[src/rtl/seq_pkg.sv]
// Shared types and constants for the serial pattern transmitter and its detector bench.
package seq_pkg;

  localparam int unsigned GAP_W = 4;

  localparam logic [3:0] PAT_1011 = 4'b1011;

  typedef enum logic [1:0] {
    ST_IDLE  = 2'd0,
    ST_SHIFT = 2'd1,
    ST_GAP   = 2'd2
  } state_e;

endpackage : seq_pkg

[src/rtl/seq_shift_reg.sv]
// Pattern register with parallel load and rotate-left shift.
// Rotating (rather than shifting in zeros) restores the pattern after W shifts for the next copy.
module seq_shift_reg #(
  parameter int unsigned W = 4
) (
  input  logic         clk,
  input  logic         reset,
  input  logic         load_i,
  input  logic         shift_i,
  input  logic [W-1:0] data_i,
  output logic         msb_o,
  output logic         next_o
);

  logic [W-1:0] q_q;

  always_ff @(posedge clk) begin
    if (reset) begin
      q_q <= '0;
    end else if (load_i) begin
      q_q <= data_i;
    end else if (shift_i) begin
      q_q <= {q_q[W-2:0], q_q[W-1]};
    end
  end

  assign msb_o  = q_q[W-1];
  assign next_o = q_q[W-2];

endmodule : seq_shift_reg

[src/rtl/seq_pattern_tx.sv]
// Serial pattern transmitter: sends a captured pattern MSB first, repeated with optional idle gaps.
// dout/dout_valid are registered one cycle ahead, so the shift register always holds the bit on dout in its MSB.
module seq_pattern_tx
  import seq_pkg::*;
#(
  parameter int unsigned PAT_W = 4,
  parameter int unsigned CNT_W = 8
) (
  input  logic             clk,
  input  logic             reset,
  input  logic             start,
  output logic             ready,
  input  logic [PAT_W-1:0] pattern,
  input  logic [CNT_W-1:0] repeat_cnt,
  input  logic [GAP_W-1:0] gap,
  input  logic             abort,
  output logic             dout,
  output logic             dout_valid,
  output logic             busy,
  output logic             done
);

  localparam int unsigned BIT_W = (PAT_W > 2) ? $clog2(PAT_W) : 1;
  localparam logic [BIT_W-1:0] LAST_BIT = BIT_W'(PAT_W - 1);

  state_e           state_q, state_d;
  logic [BIT_W-1:0] bit_cnt_q, bit_cnt_d;
  logic [CNT_W-1:0] rem_q, rem_d;
  logic [GAP_W-1:0] gap_q, gap_d;
  logic [GAP_W-1:0] gap_cnt_q, gap_cnt_d;
  logic             dout_q, dout_d;
  logic             valid_q, valid_d;
  logic             busy_q, busy_d;
  logic             done_q, done_d;
  logic             ready_q, ready_d;

  logic             sr_load, sr_shift;
  logic             sr_msb, sr_next;

  seq_shift_reg #(
    .W (PAT_W)
  ) u_shift_reg (
    .clk     (clk),
    .reset   (reset),
    .load_i  (sr_load),
    .shift_i (sr_shift),
    .data_i  (pattern),
    .msb_o   (sr_msb),
    .next_o  (sr_next)
  );

  // State and output registers
  always_ff @(posedge clk) begin
    if (reset) begin
      state_q   <= ST_IDLE;
      bit_cnt_q <= '0;
      rem_q     <= '0;
      gap_q     <= '0;
      gap_cnt_q <= '0;
      dout_q    <= 1'b0;
      valid_q   <= 1'b0;
      busy_q    <= 1'b0;
      done_q    <= 1'b0;
      ready_q   <= 1'b1;
    end else begin
      state_q   <= state_d;
      bit_cnt_q <= bit_cnt_d;
      rem_q     <= rem_d;
      gap_q     <= gap_d;
      gap_cnt_q <= gap_cnt_d;
      dout_q    <= dout_d;
      valid_q   <= valid_d;
      busy_q    <= busy_d;
      done_q    <= done_d;
      ready_q   <= ready_d;
    end
  end

  // Next-state and next-output logic; rem_q counts copies still owed after the current one
  always_comb begin
    state_d   = state_q;
    bit_cnt_d = bit_cnt_q;
    rem_d     = rem_q;
    gap_d     = gap_q;
    gap_cnt_d = gap_cnt_q;
    dout_d    = 1'b0;
    valid_d   = 1'b0;
    done_d    = 1'b0;
    sr_load   = 1'b0;
    sr_shift  = 1'b0;

    unique case (state_q)
      ST_IDLE: begin
        if (start) begin
          state_d   = ST_SHIFT;
          sr_load   = 1'b1;
          bit_cnt_d = '0;
          rem_d     = (repeat_cnt == '0) ? '0 : repeat_cnt - CNT_W'(1);
          gap_d     = gap;
          dout_d    = pattern[PAT_W-1];
          valid_d   = 1'b1;
        end
      end

      ST_SHIFT: begin
        sr_shift = 1'b1;
        if (bit_cnt_q == LAST_BIT) begin
          bit_cnt_d = '0;
          if (rem_q == '0) begin
            state_d = ST_IDLE;
            done_d  = 1'b1;
          end else begin
            rem_d = rem_q - CNT_W'(1);
            if (gap_q == '0) begin
              dout_d  = sr_next;
              valid_d = 1'b1;
            end else begin
              state_d   = ST_GAP;
              gap_cnt_d = gap_q - GAP_W'(1);
            end
          end
        end else begin
          bit_cnt_d = bit_cnt_q + BIT_W'(1);
          dout_d    = sr_next;
          valid_d   = 1'b1;
        end
      end

      ST_GAP: begin
        if (gap_cnt_q == '0) begin
          state_d = ST_SHIFT;
          dout_d  = sr_msb;
          valid_d = 1'b1;
        end else begin
          gap_cnt_d = gap_cnt_q - GAP_W'(1);
        end
      end

      default: begin
        state_d = ST_IDLE;
      end
    endcase

    // Abort wins over everything except reset, including a start seen in IDLE
    if (abort) begin
      state_d  = ST_IDLE;
      dout_d   = 1'b0;
      valid_d  = 1'b0;
      done_d   = 1'b0;
      sr_load  = 1'b0;
      sr_shift = 1'b0;
    end

    ready_d = (state_d == ST_IDLE);
    busy_d  = (state_d != ST_IDLE);
  end

  assign dout       = dout_q;
  assign dout_valid = valid_q;
  assign busy       = busy_q;
  assign done       = done_q;
  assign ready      = ready_q;

endmodule : seq_pattern_tx

[config.mk]
export PLATFORM = sky130hd
export DESIGN_NAME = seq_pattern_tx
export DESIGN_NICKNAME = d
export VERILOG_FILES = /design/src/rtl/seq_pkg.sv /design/src/rtl/seq_shift_reg.sv /design/src/rtl/seq_pattern_tx.sv
export SDC_FILE = /design/constraint.sdc
export NUM_CORES = 1
export LEC_CHECK = 0
export ABC_AREA = 1
export CAP_MARGIN = 25
export CORE_AREA = 2 2 60 68
export DETAILED_ROUTE_END_ITERATION = 10
export DIE_AREA = 0 0 62 70
export PLACE_DENSITY = 0.73
export SYNTH_ARGS = -nofsm -noshare
export SYNTH_HDL_FRONTEND = slang
export SYNTH_SLANG_ARGS = --single-unit
[constraint.sdc]
create_clock -name clk -period 1.5 [get_ports clk]
set_clock_uncertainty 0.15 [all_clocks]
set_input_delay 0.225 -clock clk [delete_from_list [all_inputs] [get_ports clk]]
set_output_delay 0.225 -clock clk [all_outputs]
set_load 0.02 [all_outputs]
Word-level counts from Yosys, hierarchy flattened
Cells that the tools add are included.
{"block": "classes", "addsub": 5, "n_eq_ne": 8, "muxes": 39, "n_bitwise": 2, "n_reduce_logical": 16}
{"cell": "$mux W8", "count": 4}
{"cell": "$mux W4", "count": 6}
{"cell": "$logic_not A8 Y1", "count": 2}
{"cell": "$mux W2", "count": 8}
{"cell": "$pmux W8 S2", "count": 1}
{"cell": "$sub A8 B1 Y8 const B", "count": 2}
{"cell": "$mux W1", "count": 15}
{"cell": "$ne A2 B2 Y1 const B", "count": 5}
{"cell": "$logic_not A4 Y1", "count": 2}
{"cell": "$pmux W4 S2", "count": 1}
{"cell": "$reduce_bool A2 Y1", "count": 4}
{"cell": "$sub A4 B1 Y4 const B", "count": 2}
{"cell": "$pmux W1 S3", "count": 2}
{"cell": "$pmux W2 S3", "count": 1}
{"cell": "$reduce_and A5 Y1", "count": 1}
{"cell": "$eq A2 B2 Y1 const B", "count": 2}
{"cell": "$logic_not A2 Y1", "count": 2}
{"cell": "$pmux W2 S2", "count": 1}
{"cell": "$reduce_and A2 Y1", "count": 2}
{"cell": "$reduce_and A4 Y1", "count": 1}
{"cell": "$reduce_or A4 Y1", "count": 1}
{"cell": "$add A2 B1 Y2 const B", "count": 1}
{"cell": "$eq A2 B1 Y1 const B", "count": 1}
{"cell": "$not A1 Y1", "count": 2}
{"cell": "$reduce_or A2 Y1", "count": 1}
{"block": "totals", "reg_bits": 29, "in_bits": 20, "output_inout_bits": 5, "word_cells": 81}

Logic depth before layout (Yosys ltp)
Gate-level depths: netlist of run 1.
{"block": "depth", "ltp_word": 7, "depth_mapped": 10}

Modules after synthesis
Synthesis of run 1 repeated with hierarchy kept, for this count alone.
{"block": "hier_totals", "cells_unflattened": 285, "hier_area_um2": 1788.0}
{"module": "seq_pattern_tx", "n_inst": 1, "cells_each": 252, "area_each_um2": 1589.0}
{"module": "seq_shift_reg", "n_inst": 1, "cells_each": 33, "area_each_um2": 198.9}

Least setup slack after synthesis of run 1
Ideal clock, no wire load.
{"block": "synth_timing", "kind": "reg2reg", "from": "register state_q[1]", "to": "register gap_cnt_q[2]", "setup_ns": 0.113, "arrival_time_ns": 1.268, "required_ns": 1.237, "slack_ns": -0.031, "path_stages_with_launch": 8, "n_path_buf": 0, "synth_period_minus_slack_ns": 1.531, "path_cell_list": "dfxtp_1 > nand2_1 > o21ai_0 > ha_1 > xor2_1 > nand2_1 > nand2_1 > nor2_1"}
{"block": "synth_between", "elab_chain_cells": 3, "word_cells_on_any_way": 9, "classes_between": "6 x eq/ne; 1 x mux; 2 x reduce/logical"}
{"element": "start, declared", "line_no": "seq_pattern_tx.sv:26", "text": "state_e state_q, state_d;"}
{"element": "start signal, assigned", "line_no": "seq_pattern_tx.sv:66", "text": "state_q <= state_d;"}
{"element": "$eq A2 B2 Y1 / $eq A2 B1 Y1 (equally long branches)", "line_no": "seq_pattern_tx.sv:92", "text": "unique case (state_q)"}
{"element": "$ne A2 B2 Y1 (no line) / $reduce_bool A2 Y1 (equally long branches)"}
{"element": "$reduce_and A5 Y1 (no line)"}
{"element": "end signal, assigned", "line_no": "seq_pattern_tx.sv:70", "text": "gap_cnt_q <= gap_cnt_d;"}
{"element": "end, declared", "line_no": "seq_pattern_tx.sv:30", "text": "logic [GAP_W-1:0] gap_cnt_q, gap_cnt_d;"}
Several ways; a longest one is shown, not always the timed one.
A chain may end at the register's enable or synchronous reset.

Final worst setup path of run 1
{"block": "layout_timing", "from": "input repeat_cnt[2]", "to": "register rem_q[1]"}
{"block": "layout_between", "elab_chain_cells": 4}
{"element": "start, declared", "line_no": "seq_pattern_tx.sv:14", "text": "input logic [CNT_W-1:0] repeat_cnt,"}
{"element": "$logic_not A8 Y1", "line_no": "seq_pattern_tx.sv:98", "text": "rem_d = (repeat_cnt == '0) ? '0 : repeat_cnt - CNT_W'(1);"}
{"element": "$mux W8", "line_no": "seq_pattern_tx.sv:98"}
{"element": "$mux W8", "line_no": "seq_pattern_tx.sv:94", "text": "if (start) begin"}
{"element": "$pmux W8 S2", "line_no": "seq_pattern_tx.sv:92"}
{"element": "end signal, assigned", "line_no": "seq_pattern_tx.sv:68", "text": "rem_q <= rem_d;"}
{"element": "end, declared", "line_no": "seq_pattern_tx.sv:28", "text": "logic [CNT_W-1:0] rem_q, rem_d;"}
Every way passes these cells. The select of a mux whose other input is x is not followed.

==> run summary, run 1 <==
DIE WIDTH - 62 um
Syn_area_per_cell - 6.297 sq um
Max Cap Viol - 0
Leakage - 1.329 nW
DRT Wirelength - 4701 um
GP Congestion - 0.8446
RSZ-0062 raised after global routing - yes
Ys Warns - 0
Max IR drop VDD - 777.9 uV
Initial DRC count - 103
Syn Std Cell Area - 1713 sq um
Cts bufs inserted - 5
Hold Crit Class - flop to flop
Vias in the first global route - 1,847
Worst skew pair latency - 280 ps
Cell Count, Final, Fillers Out - 404
CP Max Fanout - 2
Top Ports - 25
Antenna Nets Post-Route - 0
Pin count of the biggest net entering global routing - 12
Placed insts - 390
Root Buffer - clkbuf_8
Buffers added on ports - 24
GRT Total Usage - 0.2273
Power Density - 873.9 nW/um^2
Clock Sink Count - 29
# rows - 24
Synth Register Bits - 29
Least-Margin Pin Slew - 260.7 ps
Fin Hold WS - 320.4 ps
Startpoint Class - primary input
H-tree depth - 2
Failing checks - setup timing
Die span in y - 70 um
First-pass GRT wire length - 7514 um
Initial antenna violation count - 0
Vias - 1,937
Die ar. - 4340 sq um
Required @ worst endpoint - 1520 ps
Final Hold Viols - 0
Slew HR - 0.8244
Drt wl/cell - 11.64 um
ANT cells - 0
CTS tree - built
Core area - 3754 sq um
Syn-to-layout area delta - 57.49%
Total negative slack - -12.58 ps
Number of distinct library cells after synthesis - 26
Final setup vio count - 1
Initial core utilization - 0.4563
Outcome - finished, violations left
Post-layout nets - 377
Worst EP arrival - 1540 ps
Maximum clock path buffer count - 2
Via density - 4.795
Final WS setup - -12.58 ps
Syn Nets - 298
Critical path type - primary input to flop
Final min period - 1513 ps
Mapped Cells - 272
DRT Pass-1 Iters - 4
DRC - 0
Critical Path Sink Type - flop
Final period util - 1.008
Total congestion overflow - 0
Clock slew at reported path FFs - 60 ps
Place WS - -332.0 ps
Share of post-route cells with drive strength above 1 - 0.3466
Fraction of the yosys area taken by sequential cells - 0.3389
DP Wirelength - 3210 um
Max Fclk - 661.1 MHz
Final Max Slew Viols - 0
==> layer usage <==
| metal | vias to the layer above | global-route usage | part of all wire |
|---|---|---|---|
| li1 | 1019 | - | - |
| met1 | 850 | 0.2483 | 0.40 |
| met2 | 56 | 0.3935 | 0.54 |
| met3 | 12 | 0.05741 | 0.041 |
| met4 | 0 | 0.09929 | 0.022 |
| met5 | - | 0 | 0 |
==> state kept, by name (all words and copies together), names as in the netlist <==
signal,count
dout,1
u_shift_reg.q_q,4
ready,1
busy,1
gap_q,4
rem_q,8
state_q,2
dout_valid,1
bit_cnt_q,2
done,1
gap_cnt_q,4
==> through the flow <==
| step | utilization | area [sq um] | power (mW) |
|---|---|---|---|
| finish | 0.7187 | 2698 | 2.357 |
| global placement | 0.6237 | 2341 | 1.502 |
| global route | 0.7187 | 2698 | 2.506 |
| detailed placement | 0.6237 | 2341 | 1.514 |
| CTS | 0.6723 | 2524 | 2.265 |
| floorplan | - | 1718 | 1.245 |
==> kinds of logic (layout without fill, tap and decap cells) <==
group / after synthesis / in the layout / synth area share
buffers and inverters: 42 / 121 / 0.1015
adders and majority gates: 6 / 6 / 0.04383
xor gates and xnor gates: 1 / 1 / 0.005114
and+or+nand+nor: 153 / 154 / 0.3857
DFF: 29 / 29 / 0.3389
AOI/OAI and AO/OA: 41 / 41 / 0.1249
==> critical path, stage by stage <==
cell             delay, ps
clkdlybuf4s50_1        450
nor2_2                 170
nand2_2                100
nor2_4                 150
buf_4                  120
buf_4                   90
nor3_2                  30
nor3_2                 140
nor2_1                  60
==> placed cells by master (no fill, tap or decap), types with 6 or more instances in the layout <==
master / instances
dfxtp_1: 26
o21ai_0: 16
nor2_4: 10
inv_2: 8
clkdlybuf4s50_1: 17
nor2_2: 10
a21oi_1: 13
nand2_1: 54
inv_1: 28
nand2_2: 14
nor2_1: 40
buf_4: 48
dlygate4sd2_1: 6
nand3_1: 14
clkbuf_8: 7
==> timing repair <==
action                                  4_1_cts  5_1_grt
endpoints found under the setup margin       21       25
hold buffers                                  0        0
pin swaps                                     6       24
buffers inserted                              2        4
resized for setup                            26       46
endpoints found under the hold margin         0        0
cloned                                        1        0
==> path summary, 6_finish.rpt <==
path | startpoint | slack, ps | depth (start not counted) | end
max | repeat_cnt[2] | -10 | 9 | rem_q[1]
max reg2reg | rem_q[0] | 10 | 10 | ready
min reg2reg | bit_cnt_q[1] | 320 | 2 | bit_cnt_q[1]
min | bit_cnt_q[1] | 320 | 2 | bit_cnt_q[1]
==> report_power, final <==
part,switching [mW],internal [mW]
combinational,0.407,0.365
sequential,0.0402,0.835
clock,0.296,0.414
total,0.743,1.61
==> synthesized netlist by cell type (all sizes together) <==
library cell,count,area share
nand3b,2,0.016
clkbuf,1,0.0022
dfxtp,29,0.34
nor3,4,0.012
o22ai,3,0.011
nand3,17,0.053
o211ai,1,0.0044
o21ai,22,0.064
nor2,60,0.15
xor2,1,0.0051
a21oi,14,0.041
buf,4,0.018
a22oi,1,0.0044
inv,37,0.081
nand2,69,0.16
nand4,1,0.0037
ha,6,0.044
==> final cells by class <==
| type | instances | area (sq um) |
|---|---|---|
| inverters | 37 | 141.4 |
| repair buffers | 76 | 649.4 |
| clock inverters | 1 | 5.005 |
| fillers | 298 | 1056 |
| well taps | 52 | 65.06 |
| flip-flops and latches | 29 | 584.3 |
| clock buffers | 7 | 96.34 |
| multi-input cells | 202 | 1156 |
No activity file was read; power rests on OpenSTA's default activity.
==> inputs of run 2 (changes only) <==
SLEW_MARGIN = 20   (was not set)
==> results of run 2 <==
The final DEF is identical to that of run 1; final timing and power are the same.
